==> src/rtl/dmem_req_ctrl_pkg.sv <==
// Shared definitions for the data-memory request controller: request layout,
// FSM state encoding and SRAM-like bus size codes.
package dmem_req_ctrl_pkg;

   localparam int REQ_W = 70;

   typedef struct packed {
      logic        en;
      logic        wen;
      logic [3:0]  sel;
      logic [31:0] addr;
      logic [31:0] wdata;
   } mem_req_t;

   typedef enum logic [2:0] {
      IDLE  = 3'd0,
      REQ1  = 3'd1,
      WAIT1 = 3'd2,
      REQ2  = 3'd3,
      WAIT2 = 3'd4,
      DONE  = 3'd5
   } state_t;

   localparam logic [1:0] SIZE_BYTE = 2'd0;
   localparam logic [1:0] SIZE_HALF = 2'd1;
   localparam logic [1:0] SIZE_WORD = 2'd2;

endpackage

==> src/rtl/dmem_req_ctrl.sv <==
// Sequences the two load/store slots of an instruction pair onto a single
// SRAM-like data bus, one outstanding access at a time, slot 1 first.
module dmem_req_ctrl
   import dmem_req_ctrl_pkg::*;
(
   input  logic             clk,
   input  logic             rst,
   input  logic             flush,
   input  logic             accept,
   input  logic [REQ_W-1:0] req_i1,
   input  logic [REQ_W-1:0] req_i2,
   output logic             data_req,
   output logic             data_wr,
   output logic [1:0]       data_size,
   output logic [31:0]      data_addr,
   output logic [3:0]       data_wstrb,
   output logic [31:0]      data_wdata,
   input  logic             data_addr_ok,
   input  logic             data_data_ok,
   input  logic [31:0]      data_rdata,
   output logic [31:0]      rdata_i1,
   output logic [31:0]      rdata_i2,
   output logic             stallreq
);

   function automatic logic [1:0] sel_to_size(input logic [3:0] sel);
      case (sel)
         4'b1111:          sel_to_size = SIZE_WORD;
         4'b0011, 4'b1100: sel_to_size = SIZE_HALF;
         default:          sel_to_size = SIZE_BYTE;
      endcase
   endfunction

   state_t   state, state_n;
   logic     cancel, cancel_n;
   mem_req_t in1, in2;
   mem_req_t req1_q, req2_q, cur;
   logic     capture, latch1, latch2, start;

   assign in1   = req_i1;
   assign in2   = req_i2;
   assign start = (in1.en | in2.en) & ~flush;

   // A flush during an access only marks the pair cancelled; the bus handshake
   // in flight must still finish before we can drop back to IDLE.
   always_comb begin
      state_n  = state;
      cancel_n = cancel;
      capture  = 1'b0;
      latch1   = 1'b0;
      latch2   = 1'b0;
      case (state)
         IDLE: begin
            if (start) begin
               capture = 1'b1;
               state_n = in1.en ? REQ1 : REQ2;
            end
         end
         REQ1: begin
            cancel_n = cancel | flush;
            if (data_addr_ok) state_n = WAIT1;
         end
         WAIT1: begin
            cancel_n = cancel | flush;
            if (data_data_ok) begin
               if (cancel_n) begin
                  state_n = IDLE;
               end else begin
                  latch1  = ~req1_q.wen;
                  state_n = req2_q.en ? REQ2 : DONE;
               end
            end
         end
         REQ2: begin
            cancel_n = cancel | flush;
            if (data_addr_ok) state_n = WAIT2;
         end
         WAIT2: begin
            cancel_n = cancel | flush;
            if (data_data_ok) begin
               latch2  = ~cancel_n & ~req2_q.wen;
               state_n = cancel_n ? IDLE : DONE;
            end
         end
         DONE: begin
            if (flush || accept) state_n = IDLE;
         end
         default: state_n = IDLE;
      endcase
      if (state_n == IDLE) cancel_n = 1'b0;
   end

   // Bus fields are zero whenever no request is being presented.
   always_comb begin
      cur        = (state == REQ2) ? req2_q : req1_q;
      data_req   = (state == REQ1) || (state == REQ2);
      data_wr    = data_req ? cur.wen : 1'b0;
      data_size  = data_req ? sel_to_size(cur.sel) : 2'd0;
      data_addr  = data_req ? cur.addr : 32'd0;
      data_wstrb = data_req ? cur.sel : 4'd0;
      data_wdata = data_req ? cur.wdata : 32'd0;
      stallreq   = (state == IDLE) ? start : (state != DONE);
   end

   always_ff @(posedge clk or posedge rst) begin
      if (rst) begin
         state    <= IDLE;
         cancel   <= 1'b0;
         req1_q   <= '0;
         req2_q   <= '0;
         rdata_i1 <= 32'd0;
         rdata_i2 <= 32'd0;
      end else begin
         state  <= state_n;
         cancel <= cancel_n;
         if (capture) begin
            req1_q <= in1;
            req2_q <= in2;
         end
         if (latch1) rdata_i1 <= data_rdata;
         if (latch2) rdata_i2 <= data_rdata;
      end
   end

endmodule

==> config.mk <==
export PLATFORM = sky130hd
export DESIGN_NAME = dmem_req_ctrl
export DESIGN_NICKNAME = d
export VERILOG_FILES = /design/src/rtl/dmem_req_ctrl_pkg.sv /design/src/rtl/dmem_req_ctrl.sv
export SDC_FILE = /design/constraint.sdc
export NUM_CORES = 1
export LEC_CHECK = 0
export BUFFER_PORTS_ARGS = -buffer_cell sky130_fd_sc_hd__buf_2
export CORE_UTILIZATION = 30
export CTS_CLUSTER_DIAMETER = 200
export CTS_CLUSTER_SIZE = 30
export DETAILED_ROUTE_END_ITERATION = 8
export PLACE_DENSITY = 0.54
export SYNTH_ARGS = -nofsm -noshare
export SYNTH_HDL_FRONTEND = slang
export SYNTH_SLANG_ARGS = --single-unit
==> constraint.sdc <==
create_clock -name clk -period 15.17 [get_ports clk]
set_input_delay 1.517 -clock clk [delete_from_list [all_inputs] [get_ports clk]]
set_output_delay 1.517 -clock clk [all_outputs]
set_load 0.1 [all_outputs]
==> impl_metrics.toml, run 1 <==
[placement]
dp_hpwl_um = 16000
gp_congestion = 0.729
portBuffers = 314
dpl_cell_area_mm2 = 0.0111

[detailed_routing]
first_iter_violations = 202
ant_nets = 0
drtPass1Iterations = 4
routedWlPerCell_um = 17.5
via_count = 6066
route.detailed.drc = 0
vias_per_cell = 4.59
routed_wl_um = 23100

[setup_path]
r2r_cells = 4
regToRegStartpoint = "state[1]"
end_kind = "output port"
regToRegEndpoint = "rdata_i1[29]"
required_ps = 13650
start_kind = "input port"
worstPathArrival_ps = 3220
r2r_setup_slack_ps = 11850
crit_fanout = 27
path_class = "in -> out"

[clock_network]
postCtsResizedCells = 0
clk_latency_ps = 470
cts_sinks = 207
cts-buffers-inserted = 10
clockRootBuffer = "clkbuf_16"
postCtsSetupBuffers = 0
clockBufferDepth = 3
cts_tree = "done"
cts.reportedPaths.clkPinSlew_ps = 110
h-tree-depth = 1
ctsHoldBuffers = 0

[min_path]
min-delay-start = "rdata_i2[7]"
hold_depth = 1
hold_class = "reg -> reg"
min_to = "rdata_i2[7]"

[sta]
tns_ps = 0
hold_ws_ps = 515
hold_viol_final = 0
fin_crit_ps = 4740
slew_headroom = 0.324
min_period_over_period = 0.313
rsz0062_at_grt = "no"
drv_slew = 0
tightestPinTransition_ps = 1010
clock.fmax_ghz = 0.211
clock_skew_ps = 15.7
setup_viol = 0

[grt]
grt_pass1_vias = 6302
grt_pass1_wl_um = 35400
grt_remaining_overflow = 0
grt_start_max_net_pins = 83
antenna_found_initial = 3
track_usage = 0.143

[floorplan]
die_area_mm2 = 0.0315
core_mm2 = 0.0300
die_height_um = 177
start_util = 0.308
rows = 63
die_w_um = 177
io-pin-count = 315

[synth]
synth_top_area_cell = "dfrtp_1"
synth.area.top_cells = "dfrtp_1 (56%), mux2_2 (17%), mux2_4 (9.8%), mux2i_1 (7.6%), nor2_1 (3.0%)"
synth.distinct_cells = 36
synth_commonest_cells = "dfrtp_1 (207), mux2_2 (142), nor2_1 (74), mux2i_1 (70), mux2_4 (60)"
synth.most_common_cell = "dfrtp_1"
synth-seq-cells = 207
synth_top_area_share = 0.561
syn_avg_cell_area_um2 = 14.4
synth_ff_type = "dfrtp_1"
async_flop_share = 1.00
yosys_warnings = 0
syn_nets = 820
synth-edff-count = 0
syn_inst = 642
seq_area_frac_synth = 0.561
synthesis.area_mm2 = 0.00923

[outcome]
status = "finished, final reports clean"

[final_layout]
final_core_util = 0.380
finalInstanceArea_mm2 = 0.0114
final_nets = 1110
drive_gt1_frac = 0.584
area_growth_pct = 23.4
diodes = 0

[job]
maxCapViolCount = 0
-- per-stage QoR --
| stage | setup WS (ps) | cells |
|---|---|---|
| final | 10430 | 1322 |
| after global routing | 10300 | 1322 |
| after detailed placement | 10400 | 1310 |
| after floorplan | 8000 | 642 |
| after global placement | 10400 | 1310 |
| after CTS | 10390 | 1322 |
-- flip-flops by register name (all words and copies together) (netlist names) --
register  cells
state         3
rdata_i1     32
req1_q       69
cancel        1
rdata_i2     32
req2_q       70
-- final cells by class --
| type | count | area [µm²] |
|---|---|---|
| multi-input cells | 386 | 3780 |
| well taps | 390 | 488 |
| inverters | 6 | 30.0 |
| fillers | 2984 | 18600 |
| repair buffers | 321 | 1620 |
| flip-flops and latches | 207 | 5180 |
| clock buffers | 11 | 275 |
| clock inverters | 1 | 5.00 |
-- placed cells by master (no fill, tap or decap) --
master	instances
mux2i_1	70
a211oi_1	3
inv_8	1
nand3b_1	2
buf_2	314
nor2_1	74
or4b_4	1
or3b_2	1
and3_1	1
nand2b_1	2
clkinv_2	1
o21ai_0	3
or4_1	2
nor4_1	2
nand4_1	1
buf_4	7
nand3_1	1
nor2_8	1
nor3b_1	1
o31ai_1	2
inv_1	5
or3b_4	1
a222oi_1	1
clkbuf_16	11
nor3_1	1
or3_2	1
dfrtp_1	206
nand2b_4	1
nand2_1	4
nor2b_1	1
xnor2_1	1
mux2_4	60
nor4b_1	2
dfrtp_4	1
o21a_4	1
a31oi_1	2
mux2_2	142
a21oi_1	1
-- critical path, stage by stage --
cell and delay [ps]:
buf_2 140, nor4_1 440, o21a_4 470, or4_1 210, buf_2 430
-- logic make-up (layout without fill, tap and decap cells) --
| group | count (synthesis) | count (layout) | synth area share |
|---|---|---|---|
| mux | 272 | 272 | 0.347 |
| flops | 207 | 207 | 0.561 |
| simple gates | 100 | 100 | 0.0507 |
| buf+inv | 49 | 339 | 0.0306 |
| compound gates | 13 | 13 | 0.00949 |
| xor+xnor | 1 | 1 | 0.000949 |
-- how the worst max path moves through the flow --
stage                     start        to  cells past startpoint
final                     flush  stallreq                      5
after global routing      flush  stallreq                      5
after CTS                 flush  stallreq                      5
after detailed placement  flush  stallreq                      5
after global placement    flush  stallreq                      5
after floorplan             rst    cancel                      1
-- metal layers --
| layer | vias to the layer above | share of wire | track usage |
|---|---|---|---|
| met5 | - | 0.0019 | 0 |
| met4 | 6 | 0.013 | 0.0239 |
| met3 | 16 | 0.089 | 0.0454 |
| met2 | 223 | 0.45 | 0.233 |
| met1 | 3004 | 0.44 | 0.188 |
| li1 | 2817 | - | - |
Power of run 1 is left out: the tool's default activity adds up to more than one toggle a clock period on the data nets, which glitch-free logic cannot reach.
==> run 2, diff against run 1 <==
PLACE_DENSITY = 0.56   (was 0.54)
clock period = 4.22 ns   (was 15.17 ns; I/O delays follow)
==> impl_metrics.toml, run 2 (synthesized netlist as in run 1, its figures left out) <==
[sta]
slew_headroom = 0.257
min_period_over_period = 0.767
tns_ps = 0
clock.fmax_ghz = 0.309
tightestPinTransition_ps = 1110
hold_viol_final = 0
fin_crit_ps = 3240
clock_skew_ps = 13.9
setup_viol = 0
rsz0062_at_grt = "no"
drv_slew = 0

[clock_network]
postCtsResizedCells = 0
cts.reportedPaths.clkPinSlew_ps = 110
ctsHoldBuffers = 0
postCtsSetupBuffers = 0
clockBufferDepth = 3
cts_tree = "done"
cts_sinks = 207
clk_latency_ps = 480
clockRootBuffer = "clkbuf_16"
h-tree-depth = 1
cts-buffers-inserted = 10

[setup_path]
end_kind = "output port"
required_ps = 3800
crit_fanout = 42
start_kind = "flop"
path_class = "reg -> out"
worstPathArrival_ps = 2810

[detailed_routing]
ant_nets = 0
route.detailed.drc = 0
drtPass1Iterations = 4
first_iter_violations = 171
routedWlPerCell_um = 17.6
via_count = 6103
vias_per_cell = 4.61
routed_wl_um = 23300

[job]
maxCapViolCount = 0

[grt]
grt_pass1_wl_um = 35400
grt_remaining_overflow = 0
grt_start_max_net_pins = 85
grt_pass1_vias = 6271
track_usage = 0.143
antenna_found_initial = 4

[floorplan]
rows = 63
io-pin-count = 315
start_util = 0.308
die_w_um = 177
die_height_um = 177
die_area_mm2 = 0.0315
core_mm2 = 0.0300

[placement]
gp_congestion = 0.750
dp_hpwl_um = 16500
portBuffers = 314

[final_layout]
drive_gt1_frac = 0.585
top_regs = "req2_q: 70 flops, req1_q: 69 flops"
mostFrequentLayoutCells = "buf_2 (314), dfrtp_1 (206), mux2_2 (142)"
multi_input_area_mm2 = 0.00378
area_growth_pct = 23.9
diodes = 0
top_register = "req2_q"
final_nets = 1112
final_common_cell = "buf_2"
largest_reg_flops = 70
fillers = 2986
seq_area_mm2 = 0.00518

[outcome]
status = "finished, final reports clean"

[min_path]
hold_class = "in -> async"
==> run 2: cell types whose count changed in the layout (fill, tap and decap cells not counted) <==
cell,before,now
buf_12,0,3
inv_8,1,0
buf_4,7,6
clkinvlp_4,0,1
==> run 2: layout make-up <==
class / instances / area share
Clock buffer: 11 / 0.0241
Clock inverter: 1 / 0.000438
Inverter: 6 / 0.00230
Multi-Input combinational cell: 386 / 0.331
Sequential cell: 207 / 0.453
Tap cell: 390 / 0.0427
Timing Repair Buffer: 323 / 0.147
==> run 2: routing by layer <==
| metal | vias up | GRT usage | share of wire | wire, µm |
|---|---|---|---|---|
| met5 | - | 0 | 0.0022 | 51 |
| li1 | 2818 | - | - | - |
| met1 | 3025 | 0.183 | 0.43 | 10100 |
| met3 | 22 | 0.0454 | 0.092 | 2140 |
| met2 | 230 | 0.236 | 0.46 | 10700 |
| met4 | 8 | 0.0281 | 0.015 | 338 |
==> run 2: final timing paths <==
| path | cells after the start | startpoint | endpoint | slack [ps] |
|---|---|---|---|---|
| worst min-delay path | 2 | rst | rdata_i2[16] | 30 |
| min in group clk | 2 | req_i1[63] | req1_q[63] | 170 |
| worst min register to register | 1 | rdata_i1[29] | rdata_i1[29] | 510 |
| worst max-delay path | 4 | state[1] | stallreq | 980 |
| worst max register to register | 4 | state[0] | rdata_i1[30] | 1470 |
| max in group asynchronous | 3 | rst | req2_q[40] | 3290 |
==> run 2: worst max-delay path, stage by stage (launching register included) <==
cell	delay, ps
dfrtp_4	670
nor4_1	430
o21a_4	620
or4_1	200
buf_2	420
==> run 2: stage by stage <==
stage	area, µm²	instances	setup WS, ps	utilization	hold WS [ps]
2_1_floorplan	9230	642	169	-	480
3_3_place_gp	11200	1312	1430	0.372	484
3_5_place_dp	11200	1312	1440	0.372	488
4_1_cts	11400	1324	908	0.382	28.5
5_1_grt	11400	1324	769	0.382	53.4
6_report	11400	1324	983	0.382	31.1
Power of run 2 is left out for the same reason.
==> run 3, diff against run 2 <==
PLACE_DENSITY = 0.54   (was 0.56)
clock period = 3.2 ns   (was 4.22 ns; I/O delays follow)
==> impl_metrics.toml, run 3 (synthesized netlist as in run 1, its figures left out) <==
[sta]
tns_ps = 0
setup_viol = 0
drv_slew = 0
fin_crit_ps = 2910
hold_viol_final = 1
slew_headroom = 0.416
tightestPinTransition_ps = 874
clock.fmax_ghz = 0.344
rsz0062_at_grt = "no"
min_period_over_period = 0.908
hold_ws_ps = -3.09
clock_skew_ps = 25.0

[detailed_routing]
vias_per_cell = 4.60
via_count = 6127
routedWlPerCell_um = 17.7
first_iter_violations = 200
route.detailed.drc = 0
ant_nets = 0
routed_wl_um = 23600
drtPass1Iterations = 4

[job]
maxCapViolCount = 0

[setup_path]
end_kind = "output port"
path_class = "reg -> out"
start_kind = "flop"
worstPathArrival_ps = 2590
required_ps = 2880
crit_fanout = 40
r2r_cells = 4

[final_layout]
diodes = 0
drive_gt1_frac = 0.589
final_cells = 1332
final_core_util = 0.387
largest_reg_flops = 70
mostFrequentLayoutCells = "buf_2 (313), dfrtp_1 (206), mux2_2 (142)"
top_regs = "req2_q: 70 flops, req1_q: 69 flops"
area_growth_pct = 25.6
final_common_cell = "buf_2"
top_register = "req2_q"
final_nets = 1119

[placement]
dp_hpwl_um = 17200
gp_congestion = 0.739
dpl.cell_count = 1319
portBuffers = 314

[clock_network]
postCtsSetupBuffers = 0
clockRootBuffer = "clkbuf_16"
postCtsResizedCells = 0
clk_latency_ps = 480
cts.reportedPaths.clkPinSlew_ps = 120
cts-buffers-inserted = 10
cts_tree = "done"
clockBufferDepth = 3
ctsHoldBuffers = 0
h-tree-depth = 1
cts_sinks = 207

[min_path]
hold_class = "in -> async"

[floorplan]
die_height_um = 177
start_util = 0.308
io-pin-count = 315
die_area_mm2 = 0.0315
rows = 63
core_mm2 = 0.0300
die_w_um = 177

[grt]
antenna_found_initial = 1
track_usage = 0.147
grt_start_max_net_pins = 57
grt_pass1_vias = 6255
grt_pass1_wl_um = 36300
grt_remaining_overflow = 0

[outcome]
status = "finished with violations"
violations = "negative hold slack"
-- run 3: worst paths after layout --
| path | slack [ps] | end | start |
|---|---|---|---|
| max in group asynchronous | 2450 | rdata_i1[27] | rst |
| max | 290 | data_wdata[27] | state[1] |
| min reg2reg | 520 | req1_q[49] | req1_q[49] |
| min in group clk | 50 | req1_q[60] | req_i1[60] |
| min | -3 | req2_q[7] | rst |
| max reg2reg | 780 | req2_q[2] | state[1] |
-- run 3: through the flow --
stage	area [µm²]	setup WS (ps)
after floorplan	9240	71.9
after global placement	11300	802
after detailed placement	11300	795
after CTS	11600	232
after global routing	11600	123
final	11600	294
-- run 3: layout make-up --
| type | count | area [µm²] |
|---|---|---|
| inverter | 6 | 26.3 |
| clock buffer | 12 | 279 |
| sequential | 207 | 5180 |
| timing repair buffer | 330 | 1820 |
| fill | 2983 | 18400 |
| tap | 390 | 488 |
| multi-input combinational | 386 | 3790 |
| clock inverter | 1 | 5.00 |
-- run 3: worst max-delay path, stage by stage, from the launching register on --
cell	delay, ps
dfrtp_4	610
buf_4	620
mux2i_1	200
nor2_1	150
buf_2	440
-- run 3: layer usage --
layer	up-vias	wire, µm	GRT usage
met5	-	13	0
met4	2	344	0.0246
met3	15	2000	0.0426
met2	216	11200	0.247
met1	3066	10000	0.188
li1	2828	-	-
Power of run 3 is left out for the same reason.
